File: config.mk
export PLATFORM = sky130hd
export DESIGN_NAME = mem_dump_unit
export DESIGN_NICKNAME = d
export VERILOG_FILES = /design/src/rtl/mem_dump_unit.sv
export SDC_FILE = /design/constraint.sdc
export NUM_CORES = 1
export LEC_CHECK = 0
export CORE_MARGIN = 3
export CORE_UTILIZATION = 30
export DETAILED_ROUTE_END_ITERATION = 12
export PLACE_DENSITY = 0.61
export REMOVE_ABC_BUFFERS = 1
export SLEW_MARGIN = 40
export SYNTH_ARGS = -nofsm -noshare
export SYNTH_HDL_FRONTEND = slang
export SYNTH_SLANG_ARGS = --single-unit
File: constraint.sdc
create_clock -name clk -period 1.9 [get_ports clk]
set_clock_uncertainty 0.15 [all_clocks]
set_input_delay 0.475 -clock clk [delete_from_list [all_inputs] [get_ports clk]]
set_output_delay 0.475 -clock clk [all_outputs]
set_load 0.1 [all_outputs]
File: src/rtl/mem_dump_unit.sv
// Post-halt memory dumper: reads WORDS words bytewise from BASE_ADDR and
// streams them out as big-endian packed words over a valid/ready port.
// Ports: clk, rst (sync, active-low), hcf (halt flag starts the dump),
//   mem_rd/mem_addr/mem_rdata (byte read port, data one cycle after rd),
//   out_valid/out_ready/out_data/out_offset (word stream), busy, dump_done.
module mem_dump_unit #(
  parameter logic [15:0] BASE_ADDR = 16'h8000,
  parameter int          WORDS     = 32
) (
  input  logic        clk,
  input  logic        rst,
  input  logic        hcf,
  output logic        mem_rd,
  output logic [15:0] mem_addr,
  input  logic [7:0]  mem_rdata,
  output logic        out_valid,
  input  logic        out_ready,
  output logic [31:0] out_data,
  output logic [7:0]  out_offset,
  output logic        busy,
  output logic        dump_done
);

  typedef enum logic [2:0] {
    S_IDLE,
    S_READ,
    S_CAPTURE,
    S_SEND,
    S_DONE
  } state_t;

  localparam logic [7:0] W_LAST = 8'(WORDS - 1);

  state_t      r_state;
  logic [7:0]  r_w;
  logic [1:0]  r_k;
  logic [31:0] r_data;
  logic        r_mem_rd;
  logic [15:0] r_mem_addr;
  logic        r_out_valid;
  logic [7:0]  r_out_offset;
  logic        r_busy;
  logic        r_done;

  logic [7:0]  w_w_inc;
  logic [1:0]  w_k_inc;
  logic [15:0] w_addr_cur;
  logic [15:0] w_addr_nxt;
  logic [15:0] w_addr_rd;

  // Address sums wrap naturally at 16 bits.
  assign w_w_inc    = r_w + 8'd1;
  assign w_k_inc    = r_k + 2'd1;
  assign w_addr_cur = BASE_ADDR + {6'd0, r_w, 2'b00};
  assign w_addr_nxt = BASE_ADDR + {6'd0, w_w_inc, 2'b00};
  assign w_addr_rd  = w_addr_cur + {14'd0, w_k_inc};

  always_ff @(posedge clk) begin
    if (!rst) begin
      r_state      <= S_IDLE;
      r_w          <= 8'd0;
      r_k          <= 2'd0;
      r_data       <= 32'd0;
      r_mem_rd     <= 1'b0;
      r_mem_addr   <= 16'd0;
      r_out_valid  <= 1'b0;
      r_out_offset <= 8'd0;
      r_busy       <= 1'b0;
      r_done       <= 1'b0;
    end else begin
      unique case (r_state)
        S_IDLE: begin
          if (hcf) begin
            r_state    <= S_READ;
            r_w        <= 8'd0;
            r_k        <= 2'd0;
            r_mem_rd   <= 1'b1;
            r_mem_addr <= BASE_ADDR;
            r_busy     <= 1'b1;
          end
        end
        S_READ: begin
          // Byte k-1 returns while byte k is being requested.
          case (r_k)
            2'd1:    r_data[31:24] <= mem_rdata;
            2'd2:    r_data[23:16] <= mem_rdata;
            2'd3:    r_data[15:8]  <= mem_rdata;
            default: ;
          endcase
          if (r_k == 2'd3) begin
            r_state    <= S_CAPTURE;
            r_mem_rd   <= 1'b0;
            r_mem_addr <= 16'd0;
          end else begin
            r_k        <= w_k_inc;
            r_mem_addr <= w_addr_rd;
          end
        end
        S_CAPTURE: begin
          r_data[7:0]  <= mem_rdata;
          r_state      <= S_SEND;
          r_out_valid  <= 1'b1;
          r_out_offset <= {r_w[5:0], 2'b00};
        end
        S_SEND: begin
          if (out_ready) begin
            r_out_valid <= 1'b0;
            if (r_w == W_LAST) begin
              r_state <= S_DONE;
              r_busy  <= 1'b0;
              r_done  <= 1'b1;
            end else begin
              r_state    <= S_READ;
              r_w        <= w_w_inc;
              r_k        <= 2'd0;
              r_mem_rd   <= 1'b1;
              r_mem_addr <= w_addr_nxt;
            end
          end
        end
        S_DONE: begin
          r_state <= S_DONE;
        end
        default: begin
          r_state <= S_IDLE;
        end
      endcase
    end
  end

  assign mem_rd     = r_mem_rd;
  assign mem_addr   = r_mem_addr;
  assign out_valid  = r_out_valid;
  assign out_data   = r_data;
  assign out_offset = r_out_offset;
  assign busy       = r_busy;
  assign dump_done  = r_done;

endmodule

==> results.md, run 1 <==
* Largest net degree at the start of global routing at 50
* Design Power at 3.48 mW
* First-pass GRT wire length at approximately 14000 um
* Hold path endpoint: dump_done
* Crit. End Element: register
* Antenna Violating Nets Remaining at 0
* Residual DRC count at 0
* Post-Syn Area at 3010 um2
* Core Region at 9500 um2
* FILL cells at between 800 and 900
* Clk sinks at 66
* Final Cycle Share at 94.5%
* Routability Congestion at around 0.88
* Avg Cell Area, Syn at 8.36 um2
* Root Buffer Master: clkbuf_8
* Setup CP Type: reg -> reg
* DR pass1 iterations at 4
* Peak supply drop at just under 0.0004 V
* Met3 Wirelength at 314 um
* Clock Pin Slew Worst Setup and Hold Paths at 0.07 ns
* Worst endpoint data arrival time at 1.90 ns
* Initial Utilization at roughly a third
* Non-Filler Instances at 584
* Yosys reg bits at 66
* Hold Path Depth at 2
* Placed inst area at approximately 4500 um2
* Crit path max-delay cell type: or4b_4
* Cell Pwr Density at 732 nW/um2
* Final Hold Fails at 0
* Via count at 2888
* Vias in the first global route at ~2800
* Main flop type after synthesis: dfxtp_1
* CP Cell Sequence: ha_2 > or4b_4 > o21ai_1 > a21oi_1 > a211oi_1
* Met2 Routed Length at 4550 um
* Slew Viols, Final at 0
* CP max stage delay at 0.52 ns
* Crit Path Max Fanout at 6
* Final Util at 50.1%
* # Max-Cap Violations at 0
* Worst R2R Setup Slack at approximately 0.10 ns
* Outcome: completed
* DP Worst Slack at -0.318 ns
* CTS buffer count at 9
* Reg-to-Reg Start: r_k[0]
* FF-to-FF path depth at 5
* Detailed placement HPWL at 6550 um
* Worst hold start: dump_done
* Vias per cell at 4.95
* Routed WL per cell at 15.2 um
* Row cnt at 35
* RR Endpoint: mem_addr[4]
* Final setup violation count at 0
* RSZ-0062 raised after global routing: no
* Die area at 11300 um2
* Async set-or-reset flop fraction in the synthesized netlist at 0%
* Port Buffers at 64
* H-tree levels at 3
* Setup slack after layout at 0.104 ns
* Area occupied by multi-input gates at between 1500 and 2000 um2
* CTS tree: yes
* Final Instance Area at 4760 um2
* Die height at 106 um
* Post-route minimum period at between 1.5 and 2 ns
* HP Class: reg -> reg
* Nets at 466
* Netlist cell types at 58
* CP required at around 2 ns
* Area grow syn2layout at 58.1%
* Initial antenna violation count at 0
* EDFF count, synth at 0
* Total GRT Usage at 16.0%
* Synthesized instance count at 360
* # diodes at 0
* GRT overflow at 0
* Top Metal Used: met4
* Post-Place Cells at around 570
* Share of cells above drive strength 1 at 29.9%
* FMAX at 557 MHz
* Worst skew pair latency at roughly 0.34 ns
* Synth Warn # at 0
* Met1 wire length at 3830 um
* Clock Tree Buf Depth at 2
* Storage cell area at 1330 um2
* Sequential share of the synthesized area at 43.9%
* Critical Path Source Type: register
* Drt total wl at 8860 um
* Io pins at 72
* Static Leak at ~1.8 nW
* Die width at 106 um
* DRT iter0 DRCs at ~160
* Setup Buffers After CTS at 0
## Yosys cell counts (all sizes together), types with 2 or more instances
library cell / count / share of area, %
o22ai: 2 / 0.42
and3: 4 / 0.87
dfxtp: 66 / 44
nand3b: 3 / 0.87
nor3b: 4 / 1.3
nand2b: 4 / 0.83
a31oi: 4 / 0.83
ha: 4 / 1.7
inv: 6 / 0.75
and2: 4 / 0.87
nor2: 9 / 1.1
nor3: 8 / 1.7
nand2: 93 / 12
nand3: 9 / 1.7
o211ai: 4 / 1.0
clkbuf: 5 / 0.62
a21oi: 63 / 10
a2111oi: 2 / 1.4
a311oi: 2 / 1.0
o21ai: 11 / 1.8
buf: 24 / 6.0
a211oi: 5 / 1.6
o21a: 2 / 0.50
## cells by family after synthesis
group           share of synthesized area (%)
compound gates                           22.9
other cells                             0.125
fa+ha+maj                                1.66
simple gates                             24.1
flops                                    43.9
buf+inv                                  7.36
## power breakdown
| group | switching (mW) | leakage (nW) | internal [mW] |
|---|---|---|---|
| combinational | 0.310 | 1.09 | 0.160 |
| clock | 0.565 | 0.131 | 1.01 |
| sequential | 0.0283 | 0.536 | 1.41 |
## state kept, by name, summed over array words and instances (netlist names)
signal / flops
out_offset: 6
r_w: 8
mem_addr: 11
mem_rd: 1
out_data: 32
r_state: 3
r_k: 2
dump_done: 1
busy: 1
out_valid: 1
## cells in the final DEF (no fill, tap or decap), types with 2 or more instances in the layout
cell	count
nand2_1	92
o211ai_1	4
a211oi_2	2
o21a_1	2
nor2_1	9
nor3b_1	2
a311oi_2	2
conb_1	7
dfxtp_1	62
inv_1	5
clkdlybuf4s50_1	9
ha_1	3
nand3b_1	2
and3_2	2
buf_12	54
nand3_1	8
a21oi_1	63
buf_4	37
dfxtp_2	4
o22ai_1	2
dlymetal6s2s_1	2
a211oi_1	3
bufinv_16	4
clkbuf_8	9
a31oi_1	4
nand2b_1	4
and3_1	2
and2_1	3
o21ai_0	10
nor3_1	7
## how the worst max path moves through the flow
stage | from | to | slack, ns | depth (start not counted)
global placement | out_ready | r_w[4] | -0.28 | 5
detailed placement | out_ready | r_w[4] | -0.32 | 5
finish | r_k[0] | mem_addr[4] | 0.10 | 5
floorplan | rst | r_w[4] | -0.03 | 3
CTS | r_k[0] | mem_addr[4] | 0.01 | 5
global route | r_k[0] | mem_addr[6] | 0.01 | 5
## metal layers
layer  up-vias  GRT usage (%)
met5         -              0
met4         0           6.75
met3        15           2.43
met2        71           27.9
met1      1384           19.5
li1       1418              -
## critical path: cells and delay by family (launching register included)
| kind | cells | cell delay (ns) |
|---|---|---|
| adders and majority gates | 1 | 0.24 |
| DFF | 1 | 0.35 |
| and+or+nand+nor | 1 | 0.52 |
| AOI/OAI and AO/OA | 3 | 0.44 |
## final cells by class
type                       instances  share of cell area (%)
inverter                           6                   0.473
sequential                        66                    27.9
clock buffer                      10                    2.68
timing repair buffer             102                    31.0
clock inverter                     6                    2.89
tap                              129                    3.39
multi-input combinational        265                    31.7
## metrics by stage
stage | setup TNS [ns] | hold slack (ns)
global placement | -6.30 | 0.326
global route | 0 | 0.362
detailed placement | -6.73 | 0.328
floorplan | -0.0441 | 0.312
finish | 0 | 0.334
CTS | 0 | 0.339
## what timing repair did
action / in CTS / in global routing
endpoints found under the setup margin: 1 / 38
gates cloned: 0 / 0
resized for setup: 1 / 11
hold endpoints to repair: 0 / 0
hold buffers: 0 / 0
Note: power is estimated with default switching activity, not from simulation.
==> inputs of run 2 (changes only) <==
SLEW_MARGIN = unset   (was 40)
==> results of run 2 <==
The final DEF is identical to that of run 1; final timing and power are the same.
==> inputs of run 3 (changes only) <==
CELL_PAD_IN_SITES_DETAIL_PLACEMENT = 1   (was unset)
CELL_PAD_IN_SITES_GLOBAL_PLACEMENT = 1   (was unset)
PLACE_DENSITY = 0.76   (was 0.61)
SLEW_MARGIN = 25   (was unset)
==> run 3 against run 2 <==
Compared with the run above: design area barely moved; clock power shrank 8%; worst hold slack gained 0.0030 ns; global-route usage increased by 2.9 points; critical path depth unchanged; total power decreased by 3.2%; register-to-register slack worse by 0.08 ns; sequential cell count did not move; largest cell class unchanged; utilization is essentially flat; non-clock buffer count increased by 2; count of clock-buffer cells in the layout stayed put; fmax shrank 4.1%.
==> results.md, run 3 (synthesis results as in run 1) <==
* Critical Path Source Type: register
* DRT iter0 DRCs at 161 (unchanged)
* CTS tree: yes
* Area grow syn2layout at 58.1% (about the same)
* Io pins at 72 (unchanged)
* Peak supply drop at 0.000289 V (-25%)
* Final setup violation count at 0 (unchanged)
* Max reg flops at 32 (unchanged)
* # diodes at 0 (unchanged)
* Slew Viols, Final at 0 (unchanged)
* Pint at 2.44 mW (-5.4%)
* Row cnt at 35 (unchanged)
* Share of cells above drive strength 1 at 30.2% (+0.31 points)
* Static Leak at 1.74 nW (-0.77%)
* Design Power at 3.37 mW (-3.2%)
* RR Endpoint: r_w[2]
* Post-Place Cells at 570 (+0.35%)
* GRT overflow at 0 (unchanged)
* # Max-Cap Violations at 0 (unchanged)
* M2 GR Usage at 32.4% (+4.4 points)
* Total GRT Usage at 18.9% (+2.9 points)
* Met3 Use GR at 3.95% (+1.5 points)
* Final Cycle Share at 98.6% (+4.0 points)
* Most frequent cells in the layout: nand2_1 (92), dfxtp_1 (65), a21oi_1 (63), buf_12 (54), buf_4 (39)
* Busiest layer in global routing: met2
* Drt total wl at 10500 um (+19%)
* Cell Pwr Density at 708 nW/um2 (-3.2%)
* Most common cell after layout, fill and taps aside: nand2_1
* FILL cells at 1082 (+27%)
* DP Worst Slack at -0.393 ns (-0.0747 ns)
* Setup CP Type: reg -> reg
* Worst endpoint data arrival time at 1.95 ns (+0.05 ns)
* Worst hold start: dump_done
* Routed WL per cell at 17.9 um (+18%)
* Reg-to-Reg Start: r_state[0]
* Root Buffer Master: clkbuf_8
* Nets at 468 (+0.43%)
* Vias per cell at 5.04 (+1.9%)
* H-tree levels at 3 (unchanged)
* Clock Tree Buf Depth at 2 (unchanged)
* Post-route minimum period at 1.87 ns (+0.0768 ns)
* Worst skew pair latency at 0.35 ns (about the same)
* Clock Pin Slew Worst Setup and Hold Paths at 0.07 ns (about the same)
* Setup slack after layout at 0.0273 ns (-0.0768 ns)
* Initial Utilization at 31.7% (unchanged)
* Vias in the first global route at 3199 (+13%)
* Port Buffers at 64 (unchanged)
* Via count at 2954 (+2.3%)
* FF-to-FF path depth at 5 (unchanged)
* Clk sinks at 66 (unchanged)
* Hold-fix buffers at CTS at 0 (unchanged)
* Die area at 11300 um2 (unchanged)
* Crit. End Element: register
* Non-Filler Instances at 586 (+0.34%)
* Residual DRC count at 0 (unchanged)
* HP Class: reg -> reg
* DR pass1 iterations at 5 (+1)
* FMAX at 534 MHz (-4.1%)
* Core Region at 9500 um2 (unchanged)
* Clock network fraction of total power at 43.3% (-2.0 points)
* Antenna Violating Nets Remaining at 0 (unchanged)
* CP required at 1.97 ns (-0.04 ns)
* Hold Path Depth at 2 (unchanged)
* Hold path endpoint: dump_done
* Switch share at 27.6% (+1.7 points)
* Crit Path Max Fanout at 14 (+8)
* Final Hold Fails at 0 (unchanged)
* Die width at 106 um (unchanged)
* Switching power at 0.932 mW (+3.0%)
* Sequential fraction of design power at 42.6% (+1.4 points)
* Initial antenna violation count at 0 (unchanged)
* Largest net degree at the start of global routing at 24 (-52%)
* M1 GR Usage at 23.3% (+3.8 points)
* CTS buffer count at 9 (unchanged)
* First-pass GRT wire length at 16800 um (+16%)
* Detailed placement HPWL at 7590 um (+16%)
* Die height at 106 um (unchanged)
* Routability Congestion at 0.861 (-2.2%)
* Worst R2R Setup Slack at 0.03 ns (-0.08 ns)
* Outcome: completed
* Combinational group share of total power at 14.1% (+0.6 points)
[run 3: cell type report]
| cell class | instances | area (um2) | share of cell area [%] |
|---|---|---|---|
| multi-input combinational | 265 | 1530 | 32.1 |
| timing repair buffer | 104 | 1480 | 31.2 |
| sequential | 66 | 1320 | 27.8 |
| tap | 129 | 161 | 3.39 |
| clock buffer | 10 | 128 | 2.68 |
| clock inverter | 6 | 115 | 2.42 |
| inverter | 6 | 22.5 | 0.473 |
[run 3: per-layer routing]
layer	wire length (um)	part of all wire, %
met5	0	0
met4	167	1.6
met3	445	4.2
met2	5430	52
met1	4450	42
[run 3: stage by stage]
stage | instance area (um2) | hold WS (ns) | util [%] | TNS, ns
after floorplan | 2830 | 0.312 | - | -0.0441
after global placement | 4480 | 0.327 | 47.1 | -4.61
after detailed placement | 4480 | 0.335 | 47.1 | -6.47
after CTS | 4730 | 0.345 | 49.8 | 0
after global routing | 4760 | 0.374 | 50.1 | -0.0290
final | 4760 | 0.337 | 50.1 | 0
[run 3: repair_timing]
action,CTS,global route
hold endpoints to repair,0,0
gates resized for setup,5,7
setup endpoints to repair,20,18
pin swaps,0,0
buffers inserted,0,0
[run 3: worst max-delay path by stage]
stage | start | to | slack (ns) | cells after the start
6_report | r_state[0] | r_w[2] | 0.03 | 5
5_1_grt | r_state[0] | r_w[2] | -0.03 | 5
4_1_cts | r_w[1] | mem_addr[4] | 0.007 | 6
3_5_place_dp | out_ready | r_w[2] | -0.39 | 6
3_3_place_gp | out_ready | r_w[4] | -0.30 | 5
2_1_floorplan | rst | r_w[4] | -0.03 | 3
[run 3: power groups by stage]
| stage | Combinational [mW] | Sequential, mW | Clock [mW] |
|---|---|---|---|
| after detailed placement | 0.469 | 1.47 | 0 |
| after CTS | 0.472 | 1.44 | 1.48 |
| final | 0.474 | 1.44 | 1.46 |
| after global placement | 0.461 | 1.47 | 0 |
| after floorplan | 0.152 | 1.58 | 0 |
| after global routing | 0.496 | 1.44 | 1.54 |
[run 3: worst max-delay path: stages, from the launching register on]
cell and delay [ns]:
dfxtp_2 0.48, and4b_2 0.32, a21bo_4 0.26, buf_4 0.15, a21oi_1 0.28, nor3_2 0.10
==> RTL change: new RTL, config.mk and constraints of run 2 <==
The 5 states of `state_t` get a Gray code encoding in 3 bits.
--- a/src/rtl/mem_dump_unit.sv
+++ b/src/rtl/mem_dump_unit.sv
@@ -22,11 +22,11 @@
 );
 
   typedef enum logic [2:0] {
-    S_IDLE,
-    S_READ,
-    S_CAPTURE,
-    S_SEND,
-    S_DONE
+    S_IDLE    = 3'b000,
+    S_READ    = 3'b001,
+    S_CAPTURE = 3'b011,
+    S_SEND    = 3'b010,
+    S_DONE    = 3'b110
   } state_t;
 
   localparam logic [7:0] W_LAST = 8'(WORDS - 1);
Function: no difference found for any inputs over 10 cycles, from zero or initial values and one cycle with rst low; not proved beyond that.
==> RTL change against run 2 <==
  * Area after synthesis is 3.5% lower
  * Largest power group is now sequential cells
  * Power is 6.5% lower
  * Setup slack worse by 0.047 ns
  * Die area is 3.3% lower
  * Sequential cell count stayed put
  * Final area is 3.1% lower
  * Via count is 4.6% lower
  * Wire length is 7.4% lower
  * Non-clock buffer count is 4 lower
==> RTL change: results (changes against run 2) <==
clkbuf_count: 11  # +1
finalCritPeriodShare_pct: 97.0  # +2.5 points
hold_end: "out_data[13]"
multi_input_area_share_pct: 31.3  # -0.44 points
place_inst: 549  # -3.3%
clock_cell_area_share_pct: 4.75  # -0.82 points
vias: 2754  # -4.6%
ys_warn_count: 0  # unchanged
critPathArrivalTime_ns: 1.93  # +0.03 ns
gp_congestion: 0.848  # -3.6%
post-dp-hpwl_um: 6020  # -8.1%
critical_path.slowest_cell: "nor4b_2"
wl_um: 8210  # -7.4%
p_leak_nw: 1.66  # -5.2%
crit_fanout: 7  # +1
nMultiInputCombCells: 253  # -4.5%
grt_max_degree: 33  # -34%
post_cts_buffers: 1  # +1
cts.repair.resized: 3  # +2
cpLargestDelayFamily: "compound AO/OA/AOI/OAI gates"
grt_pass1_vias: 2574  # -9.2%
antenna_cells: 0  # unchanged
buf_share_pct: 31.5  # +0.51 points
whs_ns: 0.342  # +0.00815 ns
status: "finished clean"
ys_seq_area_share_pct: 45.5  # +1.6 points
wire_per_inst_um: 14.5  # -4.4%
nFillCells: 851  # -0.47%
layout.nets: 448  # -3.9%
max_stage_delay_ns: 0.46  # -0.06 ns
drt_iter0_drc: 166  # +3.1%
syn-mean-instance-area_um2: 8.34  # -0.21%
synthTopCellsByArea: "dfxtp_1 45%, nand2_1 12%, a21oi_1 9.8%"
ir_worst_vdd_mv: 0.366  # -5.4%
htreeDepth: 3  # unchanged
place_ws_ns: -0.271  # +0.0475 ns
synth_common_cells: "94 x nand2_1, 66 x dfxtp_1, 57 x a21oi_1, 12 x clkbuf_1, 10 x buf_2"
dpl_cell_area_um2: 4370  # -2.1%
yosysUniqueCellTypes: 53  # -8.6%
grt_pass1_wl_um: 13100  # -8.9%
seq_cell_count: 66  # unchanged
cp-endpoint: "mem_addr[8]"
r2r_slack_ns: 0.06  # -0.05 ns
inverters_excl_clock: 4  # -2
layout.area.seq_um2: 1320  # -0.38%
==> RTL change: cells by family after synthesis <==
logic type               after synthesis  share of synthesized area, %
AO/OA/AOI/OAI                        100                          22.4
adder cells (fa/ha/maj)                4                          1.72
buffers and inverters                 35                          6.12
flip-flops                            66                          45.5
multiplexers                           2                         0.689
other                                  1                         0.129
AND/OR/NAND/NOR                      140                          23.4
==> RTL change: power breakdown <==
| part | leakage [nW] | switching (mW) | internal [mW] | total [mW] |
|---|---|---|---|---|
| Combinational | 1.02 | 0.336 | 0.164 | 0.499 |
| Sequential | 0.534 | 0.0307 | 1.41 | 1.44 |
| Clock | 0.109 | 0.545 | 0.771 | 1.32 |
| Total | 1.66 | 0.912 | 2.34 | 3.26 |
==> RTL change: metal layers <==
layer	GRT usage [%]	up-vias	share of wire (%)
met5	0	-	0
met4	7.12	0	1.5
met3	3.10	11	5.9
met2	23.1	93	44
met1	20.4	1272	48
li1	-	1378	-
